--- src/rtl/pipe_ctrl.sv ---
// Pipeline hazard controller: jump flush bubbles, memory-wait and ex-hold stalls.
// Optional memory-wait watchdog is enabled by defining PIPE_CTRL_TIMEOUT_EN.
module pipe_ctrl #(
    parameter int FLUSH_CYCLES   = 2,
    parameter int TIMEOUT_CYCLES = 255
) (
    input  logic        clk,
    input  logic        rst,
    input  logic        jump_en_i,
    input  logic [31:0] jump_addr_i,
    input  logic        hold_flag_i,
    input  logic        mem_req_i,
    input  logic        mem_ack_i,
    output logic        jump_en_o,
    output logic [31:0] jump_addr_o,
    output logic        hold_pc_o,
    output logic        stall_o,
    output logic        flush_o,
    output logic        busy_o,
    output logic        err_o
);

    typedef enum logic [1:0] {IDLE, FLUSH, WAIT_MEM, HOLD} state_t;

    localparam logic [1:0] FLUSH_LOAD = 2'(FLUSH_CYCLES - 1);

    state_t      state_reg, state_next;
    logic [1:0]  flush_cnt_reg, flush_cnt_next;

    logic        jump_en_c;
    logic [31:0] jump_addr_c;
    logic        hold_pc_c;
    logic        stall_c;
    logic        flush_c;

`ifdef PIPE_CTRL_TIMEOUT_EN
    localparam logic [7:0] TMO_LAST = 8'(TIMEOUT_CYCLES - 1);
    logic [7:0]  tmo_cnt_reg, tmo_cnt_next;
    logic        err_c;
`endif

    always_comb begin
        state_next     = state_reg;
        flush_cnt_next = flush_cnt_reg;
        jump_en_c      = 1'b0;
        jump_addr_c    = '0;
        hold_pc_c      = 1'b0;
        stall_c        = 1'b0;
        flush_c        = 1'b0;
`ifdef PIPE_CTRL_TIMEOUT_EN
        tmo_cnt_next   = tmo_cnt_reg;
        err_c          = 1'b0;
`endif
        case (state_reg)
            IDLE: begin
                if (jump_en_i) begin
                    jump_en_c   = 1'b1;
                    jump_addr_c = jump_addr_i;
                    flush_c     = 1'b1;
                    if (FLUSH_CYCLES > 1) begin
                        state_next     = FLUSH;
                        flush_cnt_next = FLUSH_LOAD;
                    end
                end else if (mem_req_i) begin
                    hold_pc_c  = 1'b1;
                    stall_c    = 1'b1;
                    state_next = WAIT_MEM;
`ifdef PIPE_CTRL_TIMEOUT_EN
                    tmo_cnt_next = '0;
`endif
                end else if (hold_flag_i) begin
                    hold_pc_c  = 1'b1;
                    stall_c    = 1'b1;
                    state_next = HOLD;
                end
            end
            // Bubble cycles: upstream stages hold NOPs, so their requests are meaningless.
            FLUSH: begin
                flush_c        = 1'b1;
                flush_cnt_next = flush_cnt_reg - 2'd1;
                if (flush_cnt_reg == 2'd1) begin
                    state_next = IDLE;
                end
            end
            WAIT_MEM: begin
                hold_pc_c = 1'b1;
                stall_c   = 1'b1;
                if (mem_ack_i) begin
                    state_next = IDLE;
                end
`ifdef PIPE_CTRL_TIMEOUT_EN
                else if (tmo_cnt_reg == TMO_LAST) begin
                    err_c      = 1'b1;
                    state_next = IDLE;
                end else begin
                    tmo_cnt_next = tmo_cnt_reg + 8'd1;
                end
`endif
            end
            HOLD: begin
                hold_pc_c = hold_flag_i;
                stall_c   = hold_flag_i;
                if (!hold_flag_i) begin
                    state_next = IDLE;
                end
            end
            default: state_next = IDLE;
        endcase
    end

    always_ff @(posedge clk or negedge rst) begin
        if (!rst) begin
            state_reg     <= IDLE;
            flush_cnt_reg <= '0;
`ifdef PIPE_CTRL_TIMEOUT_EN
            tmo_cnt_reg   <= '0;
`endif
        end else begin
            state_reg     <= state_next;
            flush_cnt_reg <= flush_cnt_next;
`ifdef PIPE_CTRL_TIMEOUT_EN
            tmo_cnt_reg   <= tmo_cnt_next;
`endif
        end
    end

    // Outputs follow live inputs, so they are gated to stay quiet while reset is held.
    assign jump_en_o   = rst & jump_en_c;
    assign jump_addr_o = rst ? jump_addr_c : 32'd0;
    assign hold_pc_o   = rst & hold_pc_c;
    assign stall_o     = rst & stall_c;
    assign flush_o     = rst & flush_c;
    assign busy_o      = rst & (state_reg != IDLE);
`ifdef PIPE_CTRL_TIMEOUT_EN
    assign err_o       = rst & err_c;
`else
    assign err_o       = 1'b0;
`endif

endmodule

--- config.mk ---
export PLATFORM = sky130hd
export DESIGN_NAME = pipe_ctrl
export DESIGN_NICKNAME = d
export VERILOG_FILES = /design/src/rtl/pipe_ctrl.sv
export SDC_FILE = /design/constraint.sdc
export NUM_CORES = 1
export LEC_CHECK = 0
export BUFFER_PORTS_ARGS = -buffer_cell sky130_fd_sc_hd__buf_4
export CORE_MARGIN = 2
export CORE_UTILIZATION = 30
export DETAILED_ROUTE_END_ITERATION = 7
export GPL_TIMING_DRIVEN = 0
export PLACE_DENSITY = 0.84
export SLEW_MARGIN = 25
export SYNTH_ARGS = -nofsm -noshare
export SYNTH_HDL_FRONTEND = slang
export SYNTH_SLANG_ARGS = --single-unit
--- constraint.sdc ---
create_clock -name clk -period 1.5 [get_ports clk]
set_input_delay 0.15 -clock clk [delete_from_list [all_inputs] [get_ports clk]]
set_output_delay 0.15 -clock clk [all_outputs]
set_load 0.02 [all_outputs]
Word level (Yosys, flattened, before mapping)
Index checks and enable logic that the tools add are counted.
{"block": "totals", "out_inout_bits": 38, "input_bits": 38, "word_cells": 40, "register_bits": 4}
{"block": "classes", "mux": 19, "n_addsub": 1, "bitwise": 4, "n_eq_ne": 9, "reduce_logical": 5}
{"op": "2-to-1 mux 32 bit", "n": 3}
{"op": "2-to-1 mux 2 bit", "n": 7}
{"op": "inequality test 2 bit (second input constant)", "n": 4}
{"op": "case mux 2 bit (4 select lines)", "n": 1}
{"op": "2-to-1 mux 1 bit", "n": 5}
{"op": "bitwise AND 1 bit", "n": 4}
{"op": "equality test 2 x 1 -> 1 bit (second input constant)", "n": 2}
{"op": "equality test 2 bit (second input constant)", "n": 2}
{"op": "inequality test 4 bit (second input constant)", "n": 1}
{"op": "case mux 2 bit (2 select lines)", "n": 1}
{"op": "AND reduction 4 bit", "n": 1}
{"op": "nonzero test 2 bit", "n": 2}
{"op": "case mux 1 bit (3 select lines)", "n": 1}
{"op": "zero test 2 bit", "n": 1}
{"op": "case mux 1 bit (2 select lines)", "n": 1}
{"op": "AND reduction 2 bit", "n": 1}
{"op": "subtractor 2 x 1 -> 2 bit (second input constant)", "n": 1}

Logic depth before layout (Yosys ltp)
Gate-level depths: netlist of run 1.
{"block": "depth", "ltp_word": 5, "ltp_mapped": 4, "depth_no_buf": 4}

Worst setup path after synthesis of run 1
OpenSTA, ideal clock, no wires.
{"block": "synth_path", "kind": "register to output", "start": "register state_reg[0]", "end": "output stall_o", "arrival_time_ps": 1196, "path_stages_with_launch": 4, "slack_ps": 154, "n_path_buf": 1, "required_ps": 1350, "cell_sequence": "dfrtp_1 o21ai_0 and3_1 buf_4"}
{"block": "synth_via", "elab_chain_cells": 3, "word_cells_on_any_way": 5, "classes_between": "eq/ne (2); mux (1); bitwise (1); reduce/logical (1)"}
{"element": "start, declared", "line": "27", "source": "state_t state_reg, state_next;"}
{"element": "start signal, assigned", "line": "119", "source": "state_reg <= state_next;"}
{"element": "equality test 2 bit or zero test 2 bit (tied branches)"}
{"element": "case mux 1 bit (3 select lines) *"}
{"element": "bitwise AND 1 bit *"}
{"element": "end, declared", "line": "17", "source": "output logic stall_o,"}
Every way passes the cells marked *; elsewhere a longest branch is shown, timed or not.

Worst setup path after layout of run 1
{"block": "layout_path", "start": "register state_reg[0]", "end": "output jump_addr_o[24]"}
{"block": "layout_via", "elab_chain_cells": 3}
{"element": "zero test 2 bit", "line": "54", "source": "case (state_reg)"}
{"element": "2-to-1 mux 32 bit", "line": "54"}
{"element": "2-to-1 mux 32 bit", "line": "129", "source": "assign jump_addr_o = rst ? jump_addr_c : 32'd0;"}
{"element": "end, declared", "line": "15", "source": "output logic [31:0] jump_addr_o,"}
Every way passes these cells.

==> PnR_summary.wiki, run 1 <==
{| class="wikitable"
! Metric !! Value
|-
| Outcome || finished with violations
|-
| Failing checks || setup timing
|-
| Post-Synthesis Cells || 67
|-
| Data required time of the critical path || ~1.4 ns
|-
| Post-synthesis adder-cell area fraction || 2.27%
|-
| Count of cell types in the netlist || 20
|-
| Final instance count without filler cells || about 180
|-
| HPWL after detailed placement || 1740 um
|-
| Placer congestion estimate || between 0.8 and 0.9
|-
| Instance count after placement with tap cells included || 166
|-
| ANT cells || 0
|-
| Post-synth top area cell || sky130_fd_sc_hd__and2_4
|-
| Max-slew violation count || 0
|-
| End of the worst register-to-register path || state_reg[1]
|-
| TritonRoute pass-1 iters || 4
|-
| Commonest cells after routing, fill and taps aside || 47 x sky130_fd_sc_hd__buf_4, 40 x sky130_fd_sc_hd__buf_6, 32 x sky130_fd_sc_hd__and2_4
|-
| Yosys reg bits || 4
|-
| Detailed router's first-iteration violation count || 14
|-
| Final Cell Area || about 1400 um^2
|-
| Clk Tree Root Cell || sky130_fd_sc_hd__clkbuf_4
|-
| Layout Area Growth over Synthesis || 155%
|-
| Global-route wire length before repair || around 3800 um
|-
| Count of vias placed by the detailed router || around 810
|-
| Commonest non-fill, non-tap cell in the layout || sky130_fd_sc_hd__buf_4
|-
| I/O Buffers || 74
|-
| Setup violation total in the final timing report || 33
|-
| Largest family of logic cells by synthesized area || simple AND/OR/NAND/NOR gates
|-
| Minimum period implied by the final worst setup slack || approximately 1.6 ns
|-
| Aggregate global routing overflow || 0
|-
| Average vias per placed instance || ~4.5
|-
| Net total in the final layout || about 190
|-
| Tot GR Track Use || ~25%
|-
| Kind of critical path || register to output pin
|-
| Leakage || 0.751 nW
|-
| Total clock buffers created by CTS || 3
|-
| Setup crit end kind || output pin
|-
| Data arrival time of the worst path || 1.47 ns
|-
| Setup repair after global routing missed its margin || yes
|-
| Critical path fanouts, max || 7
|-
| Area fraction of the dominant cell type after synthesis || around 30%
|-
| Source-to-sink clock delay at the later pin of the worst-skew pair || 0.23 ns
|-
| Proportion of layout cells with a drive suffix above 1 || 82.4%
|-
| Startpoint of the lowest-slack hold path || mem_ack_i
|-
| Number of cells on the worst hold path || 3
|-
| Area share of and/or/nand/nor cells after synthesis || between 50% and 60%
|-
| Site Rows || 15
|-
| Class of the most critical hold timing path || primary input to register
|-
| Number of synthesis warnings || 0
|-
| Fraction of synthesized area in multiplexers || 0%
|-
| Crit Reg-Reg Startpoint || state_reg[1]
|-
| Proportion of synthesized chip area in sequential cells || between 10% and 20%
|-
| Total I/O pin count || 76
|-
| Worst hold margin || roughly 0.21 ns
|-
| Maximum number of pins on one net before global-route repair || 8
|-
| Instance area at placement || roughly 1100 um^2
|-
| Initial antenna violation count || 0
|-
| Clock sink count || 4
|-
| Fmax || a little over 600 MHz
|-
| Die outline area || roughly 2200 um^2
|-
| Starting density of the core || 31.9%
|-
| Mean routed wirelength per cell || 16.1 um
|-
| Routed Antenna Nets || 0
|-
| Total DRC errors in the routed layout || 0
|-
| Post-synthesis compound-gate area fraction || 12.7%
|-
| Synth area leaders || sky130_fd_sc_hd__and2_4 30%, sky130_fd_sc_hd__dfrtp_1 18%, sky130_fd_sc_hd__and2_1 11%
|-
| Netlist Area Pre-Place || between 500 and 600 um^2
|-
| Max capacitance violation total || 0
|-
| Final WS setup || -0.121 ns
|-
| Hold Violations, Final || 0
|-
| Post-Syn Area per Cell || between 8 and 9 um^2
|-
| Clock edge transition at the registers on the reported setup and hold paths || roughly 0.030 ns
|-
| Net count after synthesis || approximately 110
|-
| Max Buffers Root-to-Sink || 2
|-
| Hold Path End || state_reg[1]
|-
| Vias in the first global route || 802
|-
| Register-to-register path setup slack || 0.44 ns
|-
| PnR Total Power || roughly 1.4 mW
|-
| Detailed Route WL || between 2000 and 3000 um
|-
| CTS tree || done
|-
| Maximum vdd drop || just over 1 mV
|-
| Width of the die || roughly 47 um
|-
| Period utilisation layout || 108%
|-
| Chip height || roughly 47 um
|-
| Parity-gate share of the synthesized area counting xor and xnor cells || 0%
|-
| Core Area || between 1500 and 2000 um^2
|-
| Skew final || roughly 0.0024 ns
|-
| Ratio of total power to cell area || 1020 nW/um^2
|-
| FF-to-FF path depth || 4
|-
| H-tree lvl count || 1
|-
| Kind of launch point of the worst setup path || register
|}
==> where the power goes <==
part	internal (mW)	total (mW)	leakage, nW	switching (mW)
combinational	0.590	1.08	0.690	0.486
clock	0.0892	0.130	0.0138	0.0404
sequential	0.166	0.230	0.0466	0.0634
==> cell families after synthesis <==
logic type / Yosys count
compound gates: 11
fa+ha+maj: 1
flops: 4
other cells: 1
buf+inv: 9
simple gates: 41
==> cell usage after synthesis, drive strengths merged <==
cell,instances
nand2,1
ha,1
a32o,1
conb,1
buf,5
o21a,2
dfrtp,4
nor2,5
inv,4
o21ai,6
a22oi,1
and2,32
and3,2
nor2b,1
o21bai,1
==> routing by layer <==
layer	global-route usage (%)	vias up	share of wire (%)
met2	41.6	43	49
met4	9.44	0	1.5
met3	4.23	4	9.0
met5	0	-	0
li1	-	381	-
met1	31.2	381	41
==> critical path, stage by stage, from the launching register on <==
cell	delay (ns)
sky130_fd_sc_hd__dfrtp_2	0.43
sky130_fd_sc_hd__nor2_4	0.13
sky130_fd_sc_hd__and3_4	0.29
sky130_fd_sc_hd__buf_6	0.14
sky130_fd_sc_hd__and2_4	0.14
sky130_fd_sc_hd__buf_6	0.11
==> through the flow <==
step / utilization, % / TNS [ns] / setup WS [ns]
after floorplan: - / 0 / 0.154
after global placement: 65.9 / 0 / 0.131
after detailed placement: 65.9 / 0 / 0.0978
after CTS: 80.7 / -2.27 / -0.0806
after global routing: 81.4 / -4.57 / -0.152
final: 81.4 / -3.61 / -0.121
==> how the worst max path moves through the flow <==
stage,from,endpoint,slack (ns)
3_5_place_dp,state_reg[0],stall_o,0.1
5_1_grt,state_reg[0],jump_addr_o[11],-0.15
4_1_cts,state_reg[1],jump_addr_o[26],-0.08
6_report,state_reg[0],jump_addr_o[24],-0.12
2_1_floorplan,state_reg[0],stall_o,0.15
3_3_place_gp,state_reg[0],stall_o,0.13
==> repair_timing <==
action                                 CTS  global route
gates resized for setup                 54             2
pin swaps                               34             2
cloned                                   3             0
setup endpoints to repair               35            35
hold buffers                             1             0
endpoints found under the hold margin    4             0
buffers inserted                         4             1
==> final cells by class <==
class	count	area, um^2
tap	25	31.3
buffer	5	48.8
sequential	4	103
inverter	4	15.0
multi-input combinational	54	420
clock buffer	3	22.5
fill	109	322
timing repair buffer	83	764
No activity file was read; power rests on OpenSTA's default activity.
==> inputs of run 2 (changes only) <==
Settings changed: ABC_AREA set to 1, CORE_UTILIZATION 30 to 32, PLACE_DENSITY 0.84 to 0.85.
==> run 2 against run 1 <==
Against the previous run: the flow still finishes with violations (setup timing); first-iteration DRC count is 57% higher; synthesized cell count is 63% higher; routed wire length is 11% lower; critical endpoint unchanged; largest power group unchanged.
==> PnR_summary.wiki, run 2 <==
{| class="wikitable"
! Metric !! Value
|-
| Final instance count without filler cells || 219
|-
| Area fraction of the dominant cell type after synthesis || between 20 and 30%
|-
| Kind of critical path || register to output pin
|-
| Detailed Route WL || 2540 um
|-
| Total clock buffers created by CTS || 3
|-
| Filler cell count || roughly 160
|-
| Source-to-sink clock delay at the later pin of the worst-skew pair || approximately 0.25 ns
|-
| Period utilisation layout || 106%
|-
| Ordered list of cells on the worst path || nor2_4 -> buf_6 -> nand3_4 -> buf_6 -> nor2_1 -> buf_4
|-
| Post-Syn Area per Cell || roughly 5.6 um^2
|-
| Setup violation total in the final timing report || 32
|-
| Instance area at placement || between 1000 and 1500 um^2
|-
| Vias in the first global route || 860
|-
| Global-route wire length before repair || between 3000 and 4000 um
|-
| Total DRC errors in the routed layout || 0
|-
| Average vias per placed instance || approximately 4.2
|-
| Placer congestion estimate || 0.760
|-
| Top cells by instance count after synthesis || 41 x sky130_fd_sc_hd__inv_1, 26 x sky130_fd_sc_hd__nor2_1, 11 x sky130_fd_sc_hd__nor2_2
|-
| Core Area || ~1800 um^2
|-
| Synth area leaders || sky130_fd_sc_hd__inv_1 25%, sky130_fd_sc_hd__dfrtp_1 16%, sky130_fd_sc_hd__nor2_1 16%
|-
| Clock sink count || 4
|-
| Site Rows || 15
|-
| Clk Tree Root Cell || sky130_fd_sc_hd__clkbuf_4
|-
| Crit-path slowest cell || sky130_fd_sc_hd__dfrtp_1
|-
| Commonest non-fill, non-tap cell in the layout || sky130_fd_sc_hd__buf_4
|-
| Proportion of synthesized chip area in sequential cells || roughly 16%
|-
| Critical path fanouts, max || 10
|-
| Proportion of layout cells with a drive suffix above 1 || between 50 and 60%
|-
| Clock edge transition at the registers on the reported setup and hold paths || 0.04 ns
|-
| Count of cell types in the netlist || 18
|-
| CP bufs+invs || 3
|-
| Class of the most critical hold timing path || primary input to register
|-
| Outcome || finished with violations
|-
| Layout Area Growth over Synthesis || 122%
|-
| Cell seen most often among critical-path stages || sky130_fd_sc_hd__buf_6
|-
| Data required time of the critical path || 1.35 ns
|-
| Netlist Area Pre-Place || 608 um^2
|-
| CP peak stage delay || around 0.40 ns
|-
| Chip height || ~48 um
|-
| Fmax || approximately 630 MHz
|-
| Max capacitance violation total || 0
|-
| Maximum number of pins on one net before global-route repair || 11
|-
| PnR Total Power || approximately 1.4 mW
|-
| Final WS setup || -0.0889 ns
|-
| Starting density of the core || between 30% and 40%
|-
| Skew final || ~0.0033 ns
|-
| Detailed router's first-iteration violation count || 22
|-
| Cell with the most instances after synthesis || sky130_fd_sc_hd__inv_1
|-
| Total I/O pin count || 76
|-
| Max-slew violation count || 0
|-
| Ratio of total power to cell area || approximately 1000 nW/um^2
|-
| Minimum period implied by the final worst setup slack || 1.59 ns
|-
| CTS tree || done
|-
| Setup TNS after final layout || -1.00 ns
|-
| Kind of launch point of the worst setup path || register
|-
| Post-Synthesis Cells || roughly 110
|-
| Post-Place Setup Slack || about 0.055 ns
|-
| ANT cells || 0
|-
| H-tree lvl count || 1
|-
| CP delay by family, top || buffers and inverters
|-
| FFs w/ async S/R, synth || between 90% and 100%
|-
| Max Buffers Root-to-Sink || 2
|-
| Tot GR Track Use || about 21%
|-
| Routed Antenna Nets || 0
|-
| HPWL after detailed placement || 1780 um
|-
| Leakage || 0.850 nW
|-
| Instance count after placement with tap cells included || about 210
|-
| Final Cell Area || ~1300 um^2
|-
| Most used flip-flop cell after synthesis || sky130_fd_sc_hd__dfrtp_1
|-
| Setup repair after global routing missed its margin || yes
|-
| Number of synthesis warnings || 0
|-
| Hold Violations, Final || 0
|-
| TritonRoute pass-1 iters || 4
|-
| Maximum vdd drop || 0.849 mV
|-
| I/O Buffers || 74
|-
| Initial antenna violation count || 0
|-
| Count of vias placed by the detailed router || approximately 930
|-
| Die outline area || 2260 um^2
|-
| Width of the die || roughly 48 um
|-
| Post-synth top area cell || sky130_fd_sc_hd__inv_1
|-
| Net count after synthesis || ~150
|-
| Yosys reg bits || 4
|-
| Mean routed wirelength per cell || roughly 12 um
|-
| Net total in the final layout || 235
|-
| Commonest cells after routing, fill and taps aside || 75 x sky130_fd_sc_hd__buf_4, 40 x sky130_fd_sc_hd__inv_1, 19 x sky130_fd_sc_hd__nor2_1
|-
| Area occupied by multi-input gates || approximately 350 um^2
|-
| Setup crit end kind || output pin
|-
| Failing checks || setup timing
|-
| Area taken by flip-flops and latches || roughly 100 um^2
|-
| Data arrival time of the worst path || approximately 1.4 ns
|-
| Number of synthesized flops with an enable pin || 0
|-
| Aggregate global routing overflow || 0
|}
run 2: area by class of cell:
cell class / instances / area share [%]
buffer: 5 / 3.62
timing repair buffer: 82 / 47.6
sequential: 4 / 7.52
inverter: 41 / 11.4
multi-input combinational: 59 / 25.8
tap: 25 / 2.32
clock buffer: 3 / 1.67
run 2: final timing paths:
kind,from,slack (ns),to,depth (start not counted)
min in group asynchronous,rst,0.31,flush_cnt_reg[1],2
hold reg to reg,flush_cnt_reg[1],0.48,flush_cnt_reg[1],2
setup / recovery,state_reg[1],-0.09,jump_addr_o[24],6
hold / removal,mem_req_i,0.24,state_reg[0],4
max in group asynchronous,rst,0.99,state_reg[0],2
setup reg to reg,state_reg[0],0.34,state_reg[0],5
run 2: logic make-up after synthesis:
kind of cell | Yosys count | share of synthesized area, %
adders and majority gates | 1 | 2.06
other | 1 | 0.617
DFF | 4 | 16.5
AOI/OAI and AO/OA | 7 | 7.00
buffers and inverters | 46 | 33.3
and+or+nand+nor | 50 | 40.5
run 2: timing repair:
item                                    CTS  global route
setup buffers                             5             1
resized for setup                        12            10
hold buffers                              1             0
endpoints found under the setup margin   31            36
pin swaps                                 3             2
endpoints found under the hold margin     4             0
cloned                                    1             0
run 2: report_power, final:
part | internal [mW] | switching, mW | leakage, nW
combinational | 0.480 | 0.573 | 0.788
clock | 0.0900 | 0.0521 | 0.0138
sequential | 0.163 | 0.0481 | 0.0483
run 2: through the flow:
stage          hold WS [ns]  util [%]
2_1_floorplan        -0.146         -
3_3_place_gp        -0.0353      67.7
6_report              0.244      76.4
4_1_cts               0.234      74.1
3_5_place_dp        -0.0329      67.7
5_1_grt               0.246      76.4
run 2: worst register-to-register path: cells and delay by family, from the launching register on:
family	cells	cell delay [ns]
DFF	1	0.42
buffers and inverters	1	0.16
and+or+nand+nor	4	0.45
run 2: layer usage:
layer / track usage (%) / vias up / wire length (um)
met5: 0 / - / 0
met4: 6.49 / 0 / 34
met3: 6.04 / 6 / 223
met2: 41.4 / 52 / 1440
met1: 20.2 / 399 / 851
li1: - / 469 / -
==> inputs of run 3 (changes only) <==
Settings changed: CORE_UTILIZATION 32 to 29, PLACE_DENSITY 0.85 to 0.81, SKIP_LAST_GASP set to 1.
Clock period 1.5 ns to 1.4 ns, I/O delays scaled along.
==> run 3 against run 2 <==
Against the previous run: sequential share of layout area fell by 0.95 points; sequential cell count did not move; global-route usage fell by 4.3 points; the flow still finishes with violations (setup timing); clock skew fell by 0.0014 ns; die area rose by 9.5%; largest power group unchanged; largest cell class unchanged; clock power fell by 4%; hold slack got worse by 0.0059 ns; sequential power rose by 8%.
==> PnR_summary.wiki, run 3 (synthesis results as in run 2) <==
{| class="wikitable"
! Metric !! Value
|-
| Ordered list of cells on the worst path || nor2_4 -> buf_6 -> nand3_4 -> buf_6 -> nor2_2 -> buf_4
|-
| Crit Reg-Reg Startpoint || state_reg[0]
|-
| ANT cells || 0
|-
| Leakage || approximately 0.9 nW
|-
| Commonest cells after routing, fill and taps aside || 66 x sky130_fd_sc_hd__buf_4, 39 x sky130_fd_sc_hd__inv_1, 22 x sky130_fd_sc_hd__buf_6
|-
| Commonest non-fill, non-tap cell in the layout || sky130_fd_sc_hd__buf_4
|-
| Class of the most critical hold timing path || primary input to register
|-
| Total clock buffers created by CTS || 3
|-
| Maximum number of pins on one net before global-route repair || 11
|-
| Setup repair after global routing missed its margin || yes
|-
| Initial antenna violation count || 0
|-
| FF-to-FF path depth || 8
|-
| Layout Area Growth over Synthesis || 154%
|-
| Global-route wire length before repair || approximately 3200 um
|-
| Routed Antenna Nets || 0
|-
| Clock edge transition at the registers on the reported setup and hold paths || ~0.030 ns
|-
| End of the worst register-to-register path || state_reg[0]
|-
| Detailed Route WL || between 2000 and 3000 um
|-
| Detailed router's first-iteration violation count || 11
|-
| Setup crit end kind || output pin
|-
| Site Rows || 16
|-
| TritonRoute pass-1 iters || 4
|-
| Proportion of layout cells with a drive suffix above 1 || 64.8%
|-
| Net total in the final layout || 240
|-
| Final instance count without filler cells || 226
|-
| Setup violation total in the final timing report || 36
|-
| Max-slew violation count || 0
|-
| HPWL after detailed placement || between 1500 and 2000 um
|-
| Mean routed wirelength per cell || about 12 um
|-
| Tot GR Track Use || approximately 16%
|-
| Hold Path End || state_reg[1]
|-
| Vias in the first global route || roughly 830
|-
| Count of vias placed by the detailed router || roughly 950
|-
| Chip height || roughly 50 um
|-
| Instance count after placement with tap cells included || 210
|-
| Critical path fanouts, max || 5
|-
| Starting density of the core || between 30% and 40%
|-
| Minimum period implied by the final worst setup slack || between 1.5 and 2 ns
|-
| Max capacitance violation total || 0
|-
| Number of cells on the worst hold path || 3
|-
| Crit-path slowest cell || sky130_fd_sc_hd__dfrtp_2
|-
| Kind of launch point of the worst setup path || register
|-
| I/O Buffers || between 70 and 80
|-
| Total I/O pin count || between 70 and 80
|-
| CP delay by family, top || buffers and inverters
|-
| Source-to-sink clock delay at the later pin of the worst-skew pair || 0.23 ns
|-
| Period utilisation layout || 115%
|-
| Failing checks || setup timing
|-
| Startpoint of the lowest-slack hold path || mem_ack_i
|-
| Average vias per placed instance || 4.22
|-
| CP peak stage delay || between 0.4 and 0.5 ns
|-
| Clk Tree Root Cell || sky130_fd_sc_hd__clkbuf_4
|-
| Register-to-register path setup slack || roughly 0.15 ns
|-
| Ratio of total power to cell area || roughly 1100 nW/um^2
|-
| Data arrival time of the worst path || 1.48 ns
|-
| Final WS setup || -0.215 ns
|-
| H-tree lvl count || 1
|-
| Clock sink count || 4
|-
| Cell seen most often among critical-path stages || sky130_fd_sc_hd__buf_6
|-
| CTS tree || done
|-
| Kind of critical path || register to output pin
|-
| Final Cell Area || 1540 um^2
|-
| Aggregate global routing overflow || 0
|-
| Outcome || finished with violations
|-
| Total DRC errors in the routed layout || 0
|-
| Hold Violations, Final || 0
|-
| Max Buffers Root-to-Sink || 2
|-
| Placer congestion estimate || approximately 0.85
|-
| Die outline area || 2480 um^2
|-
| CP bufs+invs || 3
|-
| Maximum vdd drop || 1.06 mV
|-
| Data required time of the critical path || about 1.3 ns
|-
| Fmax || between 600 and 700 MHz
|-
| Instance area at placement || about 1200 um^2
|-
| Skew final || roughly 0.0019 ns
|-
| Core Area || 1960 um^2
|-
| Width of the die || approximately 50 um
|}
-- run 3: cell types whose count changed in the layout (fill, tap and decap cells not counted), moves of 2 or more --
cell | before | now
sky130_fd_sc_hd__buf_4 | 75 | 66
sky130_fd_sc_hd__buf_6 | 10 | 22
sky130_fd_sc_hd__nor2_2 | 13 | 15
sky130_fd_sc_hd__nor2_1 | 19 | 9
sky130_fd_sc_hd__nor2_4 | 6 | 14
-- run 3: worst max-delay path by stage --
stage,start,endpoint,slack (ns),cells after the start
after floorplan,state_reg[0],stall_o,0.04,6
after global placement,state_reg[0],stall_o,0.004,7
after detailed placement,state_reg[0],stall_o,-0.01,7
after CTS,state_reg[1],jump_addr_o[13],-0.15,6
after global routing,state_reg[0],jump_addr_o[18],-0.27,6
final,state_reg[0],jump_addr_o[18],-0.22,6
-- run 3: final cells by class --
type	count	area (um^2)
clock buffer	3	22.5
buffer	5	56.3
sequential	4	101
multi-input combinational	60	438
timing repair buffer	86	737
fill	139	419
inverter	41	154
tap	27	33.8
-- run 3: routing by layer --
metal	track usage (%)	wire, um	share of wire (%)
met1	14.8	972	35
met2	32.7	1570	57
met3	4.55	200	7.3
met4	8.33	0	0
met5	0	0	0
-- run 3: power breakdown --
group          internal, mW  switching [mW]
Combinational         0.638           0.666
Clock                0.0954          0.0406
Sequential            0.175          0.0525
-- run 3: through the flow --
step | worst slack [ns] | total power [mW] | util (%) | TNS, ns | hold WS [ns]
finish | -0.215 | 1.67 | 78.6 | -5.21 | 0.238
global placement | 0.00365 | 1.13 | 61.4 | 0 | -0.0466
floorplan | 0.0359 | 0.801 | - | 0 | -0.156
CTS | -0.147 | 1.37 | 64.3 | -3.86 | 0.217
global route | -0.265 | 1.80 | 78.6 | -7.74 | 0.250
detailed placement | -0.0112 | 1.16 | 61.4 | -0.0112 | -0.0455
-- run 3: what timing repair did --
| action | CTS | global route |
|---|---|---|
| gates resized for setup | 1 | 56 |
| hold buffers | 1 | 0 |
| pin swaps | 1 | 4 |
| endpoints found under the hold margin | 4 | 0 |
| endpoints found under the setup margin | 32 | 36 |
| cloned | 0 | 4 |
| buffers inserted | 3 | 5 |
-- run 3: worst register-to-register path, stage by stage (launching register included) --
cell and delay [ns]:
sky130_fd_sc_hd__dfrtp_2 0.43, sky130_fd_sc_hd__nor2_4 0.14, sky130_fd_sc_hd__inv_2 0.06, sky130_fd_sc_hd__nor2_4 0.13, sky130_fd_sc_hd__buf_4 0.12, sky130_fd_sc_hd__buf_4 0.09
sky130_fd_sc_hd__nand2_1 0.04, sky130_fd_sc_hd__nand3_1 0.08, sky130_fd_sc_hd__nand2_1 0.05
